### src/rtl/draw_box_pkg.sv
// find_stars_pkg: screen geometry, coordinate widths and draw_box states.
// Shared by draw_box, box_clamp and draw_box_if.
package find_stars_pkg;
  localparam int SCREEN_W = 160;
  localparam int SCREEN_H = 120;
  localparam int X_W      = 8;
  localparam int Y_W      = 7;
  localparam int COL_W    = 3;

  typedef enum logic [2:0] {
    S_IDLE,
    S_LATCH,
    S_TOP,
    S_BOTTOM,
    S_LEFT,
    S_RIGHT,
    S_FILL,
    S_DONE
  } db_state_e;
endpackage

### src/rtl/draw_box_if.sv
// draw_box_if: box request from the star FSM and plot bus to the vga_adapter.
// The master drives the request; the slave (draw_box) drives the plot bus.
interface draw_box_if
  import find_stars_pkg::*;
();
  logic             goDraw;
  logic [X_W-1:0]   left;
  logic [X_W-1:0]   right;
  logic [Y_W-1:0]   top;
  logic [Y_W-1:0]   bottom;
  logic [COL_W-1:0] colourIn;
  logic [X_W-1:0]   x;
  logic [Y_W-1:0]   y;
  logic [COL_W-1:0] colour;
  logic             plot;
  logic             doneDraw;

  modport master (
    output goDraw, left, right, top, bottom, colourIn,
    input  x, y, colour, plot, doneDraw
  );

  modport slave (
    input  goDraw, left, right, top, bottom, colourIn,
    output x, y, colour, plot, doneDraw
  );
endinterface

### src/rtl/draw_box_clamp.sv
// box_clamp: orders the box corners, pads by MARGIN and clamps to screen.
// Math runs one bit wider so padding never wraps around.
module box_clamp
  import find_stars_pkg::*;
#(
  parameter int MARGIN = 1
) (
  input  logic [X_W-1:0] i_left,
  input  logic [X_W-1:0] i_right,
  input  logic [Y_W-1:0] i_top,
  input  logic [Y_W-1:0] i_bottom,
  output logic [X_W-1:0] o_l,
  output logic [X_W-1:0] o_r,
  output logic [Y_W-1:0] o_t,
  output logic [Y_W-1:0] o_b
);
  localparam logic [X_W:0] MX   = (X_W+1)'(MARGIN);
  localparam logic [Y_W:0] MY   = (Y_W+1)'(MARGIN);
  localparam logic [X_W:0] XMAX = (X_W+1)'(SCREEN_W-1);
  localparam logic [Y_W:0] YMAX = (Y_W+1)'(SCREEN_H-1);

  logic [X_W:0] w_xlo;
  logic [X_W:0] w_xhi;
  logic [Y_W:0] w_ylo;
  logic [Y_W:0] w_yhi;
  logic [X_W:0] w_l;
  logic [X_W:0] w_r;
  logic [Y_W:0] w_t;
  logic [Y_W:0] w_b;

  assign w_xlo = (i_left > i_right) ?
                 {1'b0, i_right} : {1'b0, i_left};
  assign w_xhi = (i_left > i_right) ?
                 {1'b0, i_left} : {1'b0, i_right};
  assign w_ylo = (i_top > i_bottom) ?
                 {1'b0, i_bottom} : {1'b0, i_top};
  assign w_yhi = (i_top > i_bottom) ?
                 {1'b0, i_top} : {1'b0, i_bottom};

  assign w_l = (w_xlo < MX) ? '0 : w_xlo - MX;
  assign w_t = (w_ylo < MY) ? '0 : w_ylo - MY;
  assign w_r = w_xhi + MX;
  assign w_b = w_yhi + MY;

  assign o_l = (w_l > XMAX) ? XMAX[X_W-1:0] : w_l[X_W-1:0];
  assign o_r = (w_r > XMAX) ? XMAX[X_W-1:0] : w_r[X_W-1:0];
  assign o_t = (w_t > YMAX) ? YMAX[Y_W-1:0] : w_t[Y_W-1:0];
  assign o_b = (w_b > YMAX) ? YMAX[Y_W-1:0] : w_b[Y_W-1:0];
endmodule

### src/rtl/draw_box.sv
// draw_box: plots a box outline (or filled box with DRAW_BOX_FILL_EN)
// into the vga_adapter one pixel per clock, then raises doneDraw.
module draw_box
  import find_stars_pkg::*;
#(
  parameter int MARGIN = 1
) (
  input  logic     clk,
  input  logic     resetn,
  draw_box_if.slave bus
);
  db_state_e        r_state;
  db_state_e        w_ns;
  logic [X_W-1:0]   r_rl;
  logic [X_W-1:0]   r_rr;
  logic [Y_W-1:0]   r_rt;
  logic [Y_W-1:0]   r_rb;
  logic [COL_W-1:0] r_col;
  logic [X_W-1:0]   r_l;
  logic [X_W-1:0]   r_r;
  logic [Y_W-1:0]   r_t;
  logic [Y_W-1:0]   r_b;
  logic [X_W-1:0]   r_cx;
  logic [Y_W-1:0]   r_cy;
  logic [X_W-1:0]   w_ncx;
  logic [Y_W-1:0]   w_ncy;
  logic             w_emit;
  logic [X_W-1:0]   r_x;
  logic [Y_W-1:0]   r_y;
  logic [COL_W-1:0] r_colour;
  logic             r_plot;
  logic             r_done;
  logic [X_W-1:0]   w_cl;
  logic [X_W-1:0]   w_cr;
  logic [Y_W-1:0]   w_ct;
  logic [Y_W-1:0]   w_cb;

  box_clamp #(.MARGIN(MARGIN)) u_clamp (
    .i_left   (r_rl),
    .i_right  (r_rr),
    .i_top    (r_rt),
    .i_bottom (r_rb),
    .o_l      (w_cl),
    .o_r      (w_cr),
    .o_t      (w_ct),
    .o_b      (w_cb)
  );

  always_comb begin
    w_ns   = r_state;
    w_ncx  = r_cx;
    w_ncy  = r_cy;
    w_emit = 1'b0;
    unique case (r_state)
      S_IDLE: begin
        if (bus.goDraw) w_ns = S_LATCH;
      end
      S_LATCH: begin
        w_ncx = w_cl;
        w_ncy = w_ct;
`ifdef DRAW_BOX_FILL_EN
        w_ns  = S_FILL;
`else
        w_ns  = S_TOP;
`endif
      end
`ifdef DRAW_BOX_FILL_EN
      S_FILL: begin
        w_emit = 1'b1;
        if (r_cx != r_r) begin
          w_ncx = r_cx + 1'b1;
        end else if (r_cy == r_b) begin
          w_ns = S_DONE;
        end else begin
          w_ncx = r_l;
          w_ncy = r_cy + 1'b1;
        end
      end
`else
      S_TOP: begin
        w_emit = 1'b1;
        if (r_cx != r_r) begin
          w_ncx = r_cx + 1'b1;
        end else if (r_b == r_t) begin
          w_ns = S_DONE;
        end else begin
          w_ns  = S_BOTTOM;
          w_ncx = r_l;
          w_ncy = r_b;
        end
      end
      S_BOTTOM: begin
        w_emit = 1'b1;
        if (r_cx != r_r) begin
          w_ncx = r_cx + 1'b1;
        end else if ((r_b - r_t) < Y_W'(2)) begin
          w_ns = S_DONE;
        end else begin
          w_ns  = S_LEFT;
          w_ncx = r_l;
          w_ncy = r_t + 1'b1;
        end
      end
      // side columns skip the corner rows already drawn
      S_LEFT: begin
        w_emit = 1'b1;
        if (r_cy != r_b - 1'b1) begin
          w_ncy = r_cy + 1'b1;
        end else if (r_r == r_l) begin
          w_ns = S_DONE;
        end else begin
          w_ns  = S_RIGHT;
          w_ncx = r_r;
          w_ncy = r_t + 1'b1;
        end
      end
      S_RIGHT: begin
        w_emit = 1'b1;
        if (r_cy != r_b - 1'b1) w_ncy = r_cy + 1'b1;
        else w_ns = S_DONE;
      end
`endif
      S_DONE: begin
        if (!bus.goDraw) w_ns = S_IDLE;
      end
      default: w_ns = S_IDLE;
    endcase
  end

  always_ff @(posedge clk or negedge resetn) begin
    if (!resetn) begin
      r_state  <= S_IDLE;
      r_rl     <= '0;
      r_rr     <= '0;
      r_rt     <= '0;
      r_rb     <= '0;
      r_col    <= '0;
      r_l      <= '0;
      r_r      <= '0;
      r_t      <= '0;
      r_b      <= '0;
      r_cx     <= '0;
      r_cy     <= '0;
      r_x      <= '0;
      r_y      <= '0;
      r_colour <= '0;
      r_plot   <= 1'b0;
      r_done   <= 1'b0;
    end else begin
      r_state <= w_ns;
      r_cx    <= w_ncx;
      r_cy    <= w_ncy;
      if (r_state == S_IDLE && bus.goDraw) begin
        r_rl  <= bus.left;
        r_rr  <= bus.right;
        r_rt  <= bus.top;
        r_rb  <= bus.bottom;
        r_col <= bus.colourIn;
      end
      if (r_state == S_LATCH) begin
        r_l <= w_cl;
        r_r <= w_cr;
        r_t <= w_ct;
        r_b <= w_cb;
      end
      r_plot <= w_emit;
      if (w_emit) begin
        r_x      <= r_cx;
        r_y      <= r_cy;
        r_colour <= r_col;
      end
      // first DONE cycle always pulses; afterwards follow goDraw
      r_done <= (r_state == S_DONE) &&
                (bus.goDraw || !r_done);
    end
  end

  assign bus.x        = r_x;
  assign bus.y        = r_y;
  assign bus.colour   = r_colour;
  assign bus.plot     = r_plot;
  assign bus.doneDraw = r_done;
endmodule

### src/flat_wrapper.sv
// flat-port wrapper written by rule: the top's interface ports become plain ports
module draw_box_flat import find_stars_pkg::*;
#(
  parameter int MARGIN = 1
)
  (clk, resetn, bus_goDraw, bus_left, bus_right, bus_top, bus_bottom, bus_colourIn, bus_x, bus_y, bus_colour, bus_plot, bus_doneDraw);
  draw_box_if bus_i ();
  input  logic clk;
  input  logic resetn;
  input wire logic [$bits(bus_i.goDraw)-1:0] bus_goDraw;
  input wire logic [$bits(bus_i.left)-1:0] bus_left;
  input wire logic [$bits(bus_i.right)-1:0] bus_right;
  input wire logic [$bits(bus_i.top)-1:0] bus_top;
  input wire logic [$bits(bus_i.bottom)-1:0] bus_bottom;
  input wire logic [$bits(bus_i.colourIn)-1:0] bus_colourIn;
  output wire logic [$bits(bus_i.x)-1:0] bus_x;
  output wire logic [$bits(bus_i.y)-1:0] bus_y;
  output wire logic [$bits(bus_i.colour)-1:0] bus_colour;
  output wire logic [$bits(bus_i.plot)-1:0] bus_plot;
  output wire logic [$bits(bus_i.doneDraw)-1:0] bus_doneDraw;
  assign bus_i.goDraw = bus_goDraw;
  assign bus_i.left = bus_left;
  assign bus_i.right = bus_right;
  assign bus_i.top = bus_top;
  assign bus_i.bottom = bus_bottom;
  assign bus_i.colourIn = bus_colourIn;
  assign bus_x = bus_i.x;
  assign bus_y = bus_i.y;
  assign bus_colour = bus_i.colour;
  assign bus_plot = bus_i.plot;
  assign bus_doneDraw = bus_i.doneDraw;
  draw_box #(.MARGIN(MARGIN)) u_core (.clk(clk), .resetn(resetn), .bus(bus_i));
endmodule
### config.mk
export PLATFORM = sky130hd
export DESIGN_NAME = draw_box_flat
export DESIGN_NICKNAME = d
export VERILOG_FILES = /design/src/rtl/draw_box_pkg.sv /design/src/rtl/draw_box_if.sv /design/src/rtl/draw_box_clamp.sv /design/src/rtl/draw_box.sv /design/src/flat_wrapper.sv
export SDC_FILE = /design/constraint.sdc
export NUM_CORES = 1
export LEC_CHECK = 0
export ABC_AREA = 1
export CAP_MARGIN = 15
export CORE_MARGIN = 5
export CORE_UTILIZATION = 45
export CTS_BUF_LIST = sky130_fd_sc_hd__clkbuf_16
export DETAILED_ROUTE_END_ITERATION = 8
export GPL_ROUTABILITY_DRIVEN = 0
export GPL_TIMING_DRIVEN = 0
export PLACE_DENSITY = 0.73
export SYNTH_ARGS = -nofsm -noshare
export SYNTH_HDL_FRONTEND = slang
export SYNTH_SLANG_ARGS = --single-unit
### constraint.sdc
create_clock -name clk -period 4.87 [get_ports clk]
set_input_delay 0.7305 -clock clk [delete_from_list [all_inputs] [get_ports clk]]
set_output_delay 0.7305 -clock clk [all_outputs]
set_load 0.01 [all_outputs]
==> metrics.txt <==
status complete, no violations; vias in the first global route ~5900; antenna-violating nets left 0; Post-Synth Simple-Gate Area 0.308; clock sinks 101; Port Buffers 55; Mapped Cells approximately 960; Max transition margin 0.631; required time of the critical path a little over 5 ns; # IOs 56; Initial Util 0.453; top post-synthesis cells by area dfrtp_1 36%, nand2_1 12%, inv_1 6.5%, ha_1 5.3%, nor2_1 4.6%; CTS resizes 0; CP max FO 10; Die Span X between 100 and 150 µm; Starting DRT DRC Count between 300 and 400; All-Layer GR Usage 0.191; XOR/XNOR share of the synthesized area 0.0468; CTS root buf clkbuf_16; share of cells above drive strength 1 0.102; Synth Area in Compound Gates 0.139; post-DR wirelength/cell roughly 13 µm; clock tree buffer depth 2; area of the multi-input gates just under 4000 µm²; Setup crit end kind flip-flop; total of max-cap violations 0; commonest cells after routing, fill and taps aside 229 x nand2_1, 123 x inv_1, 101 x dfrtp_1, 87 x nor2_1, 62 x a21oi_1; multiplexer share of the synthesized area 0.00633; Final Max Tran Viols 0; FF/Latch Area around 2500 µm²; Synth Register Bits 101; num rows 46; Period Utilization, post-route 0.636; synthesis warning total 0; Die H 136 µm; Hold-fix buffers, CTS 0; DPL Wire Length roughly 13000 µm; die area 18400 µm²; Crit Path Class flip-flop to flip-flop; top-area cell type share of the netlist area 0.355; area leader, netlist dfrtp_1; RSZ-0062 raised after global routing false; fmax 323 MHz; Post-Synth Adder-Cell Area 0.0556; post-DR vias/cell approximately 5.0; largest net degree at the start of global routing 66; # diodes 0; CTS tree built; initial antenna violation count 0; total CTS buffers 9; Final nets about 1100; overall routed net length between 15000 and 20000 µm; Mapped Avg Cell Area around 7.4 µm²; Critical Path AT 3.34 ns; DRC 0; # H-tree levels 3; most common cell after layout, fill and taps aside nand2_1; P&R area growth vs syn 15.8%; worst skew pair latency 0.35 ns; FILL cells 1516; final std cells w/o fill between 1000 and 1500; worst-margin pin slew roughly 0.55 ns; via count roughly 6300; Post-Syn Nets 1028; setup bufs post-CTS 0; fin crit period 3.10 ns; largest family of logic cells by synthesized area simple AND/OR/NAND/NOR gates; synthesized area just over 7000 µm²; first-pass GRT wire length 28600 µm; final hold vios 0; final setup fails 0; placed cell count ~1200; Congestion Overflow GR 0; Pre-antenna DRT Iters 5; worst min path class primary input to asynchronous set/reset pin; register area share after synthesis 0.355; area of the core approximately 16000 µm²; Clock Skew 0.00952 ns; clk slew on worst S/H paths about 0.07 ns; Synth cell types about 50; startpoint types flip-flop
state kept, by name, summed over array words and instances (netlist names), 8 cells and up:
register      flops
u_core.r_l        8
u_core.bus.x      8
u_core.r_r        8
u_core.r_rl       8
u_core.r_rr       8
u_core.r_cx       8
cell type report:
| cell class | count | share of cell area |
|---|---|---|
| inverter | 130 | 0.0592 |
| clock inverter | 6 | 0.00668 |
| tap | 216 | 0.0328 |
| timing repair buffer | 56 | 0.0698 |
| buffer | 25 | 0.0173 |
| clock buffer | 9 | 0.0273 |
| sequential | 101 | 0.307 |
| multi-input combinational | 705 | 0.480 |
critical path, cell delays in order, from the launching register on:
cell	delay (ns)
dfrtp_1	0.39
inv_1	0.07
ha_1	0.33
a21oi_1	0.13
o21ai_1	0.07
nand2_1	0.07
nand3_2	0.13
nand2_2	0.16
buf_6	0.16
nand2_1	0.07
o21ai_2	0.12
ha_1	0.26
nand3_1	0.11
nor2_2	0.14
xor2_1	0.20
nand3_1	0.09
nand2_1	0.11
nand2_4	0.09
nand2_1	0.12
nand2_1	0.06
nand2_1	0.07
nand2_1	0.05
cells by family (layout without fill, tap and decap cells):
| logic type | after synthesis | after routing |
|---|---|---|
| XOR/XNOR | 38 | 38 |
| multiplexers | 4 | 4 |
| flip-flops | 101 | 101 |
| adder cells (fa/ha/maj) | 31 | 31 |
| AND/OR/NAND/NOR | 460 | 460 |
| AO/OA/AOI/OAI | 172 | 172 |
| buffers and inverters | 155 | 226 |
cells in the mapped netlist (all sizes together):
| master | number |
|---|---|
| o21bai | 3 |
| nor2 | 97 |
| clkbuf | 12 |
| dlygate4sd1 | 1 |
| buf | 12 |
| o21ai | 84 |
| nand3b | 1 |
| mux2 | 4 |
| nand2 | 258 |
| a21o | 2 |
| nand4 | 24 |
| inv | 129 |
| o211ai | 3 |
| nand3 | 57 |
| xnor2 | 8 |
| o21a | 1 |
| dfrtp | 101 |
| xor2 | 30 |
| a21oi | 68 |
| nor3 | 18 |
| a21boi | 1 |
| o32ai | 1 |
| a211oi | 1 |
| o22ai | 2 |
| a22oi | 5 |
| clkinv | 1 |
| ha | 30 |
| fa | 1 |
| or2 | 5 |
| a31oi | 1 |
stage by stage:
step	instance area, µm²	utilization	hold slack (ns)	setup TNS (ns)	setup WS (ns)
2_1_floorplan	7120	-	0.435	0	2.18
3_3_place_gp	7940	0.505	0.444	-77.90	-0.782
3_5_place_dp	7960	0.507	0.451	0	1.84
4_1_cts	8240	0.525	0.345	0	1.79
5_1_grt	8240	0.525	0.364	0	1.47
6_report	8240	0.525	0.328	0	1.77
worst paths after layout:
check,slack [ns],cells after the start,endpoint,from
worst max-delay path,1.77,21,u_core.r_cy[3],u_core.r_rb[2]
worst min-delay path,0.33,1,u_core.r_rb[4],resetn
worst max register to register,1.77,21,u_core.r_cy[3],u_core.r_rb[2]
worst min register to register,0.45,1,u_core.bus.doneDraw,u_core.bus.doneDraw
max in group asynchronous,3.85,2,u_core.r_r[1],resetn
min in group clk,0.45,1,u_core.bus.doneDraw,u_core.bus.doneDraw
layer usage:
metal  global-route usage  routed length, µm
met1                0.273               8090
met2                0.293               7310
met3               0.0290                822
met4               0.0711                306
met5                    0                  0
Power is left out: the tool's default activity adds up to more than one toggle a clock period on the data nets, which glitch-free logic cannot reach.
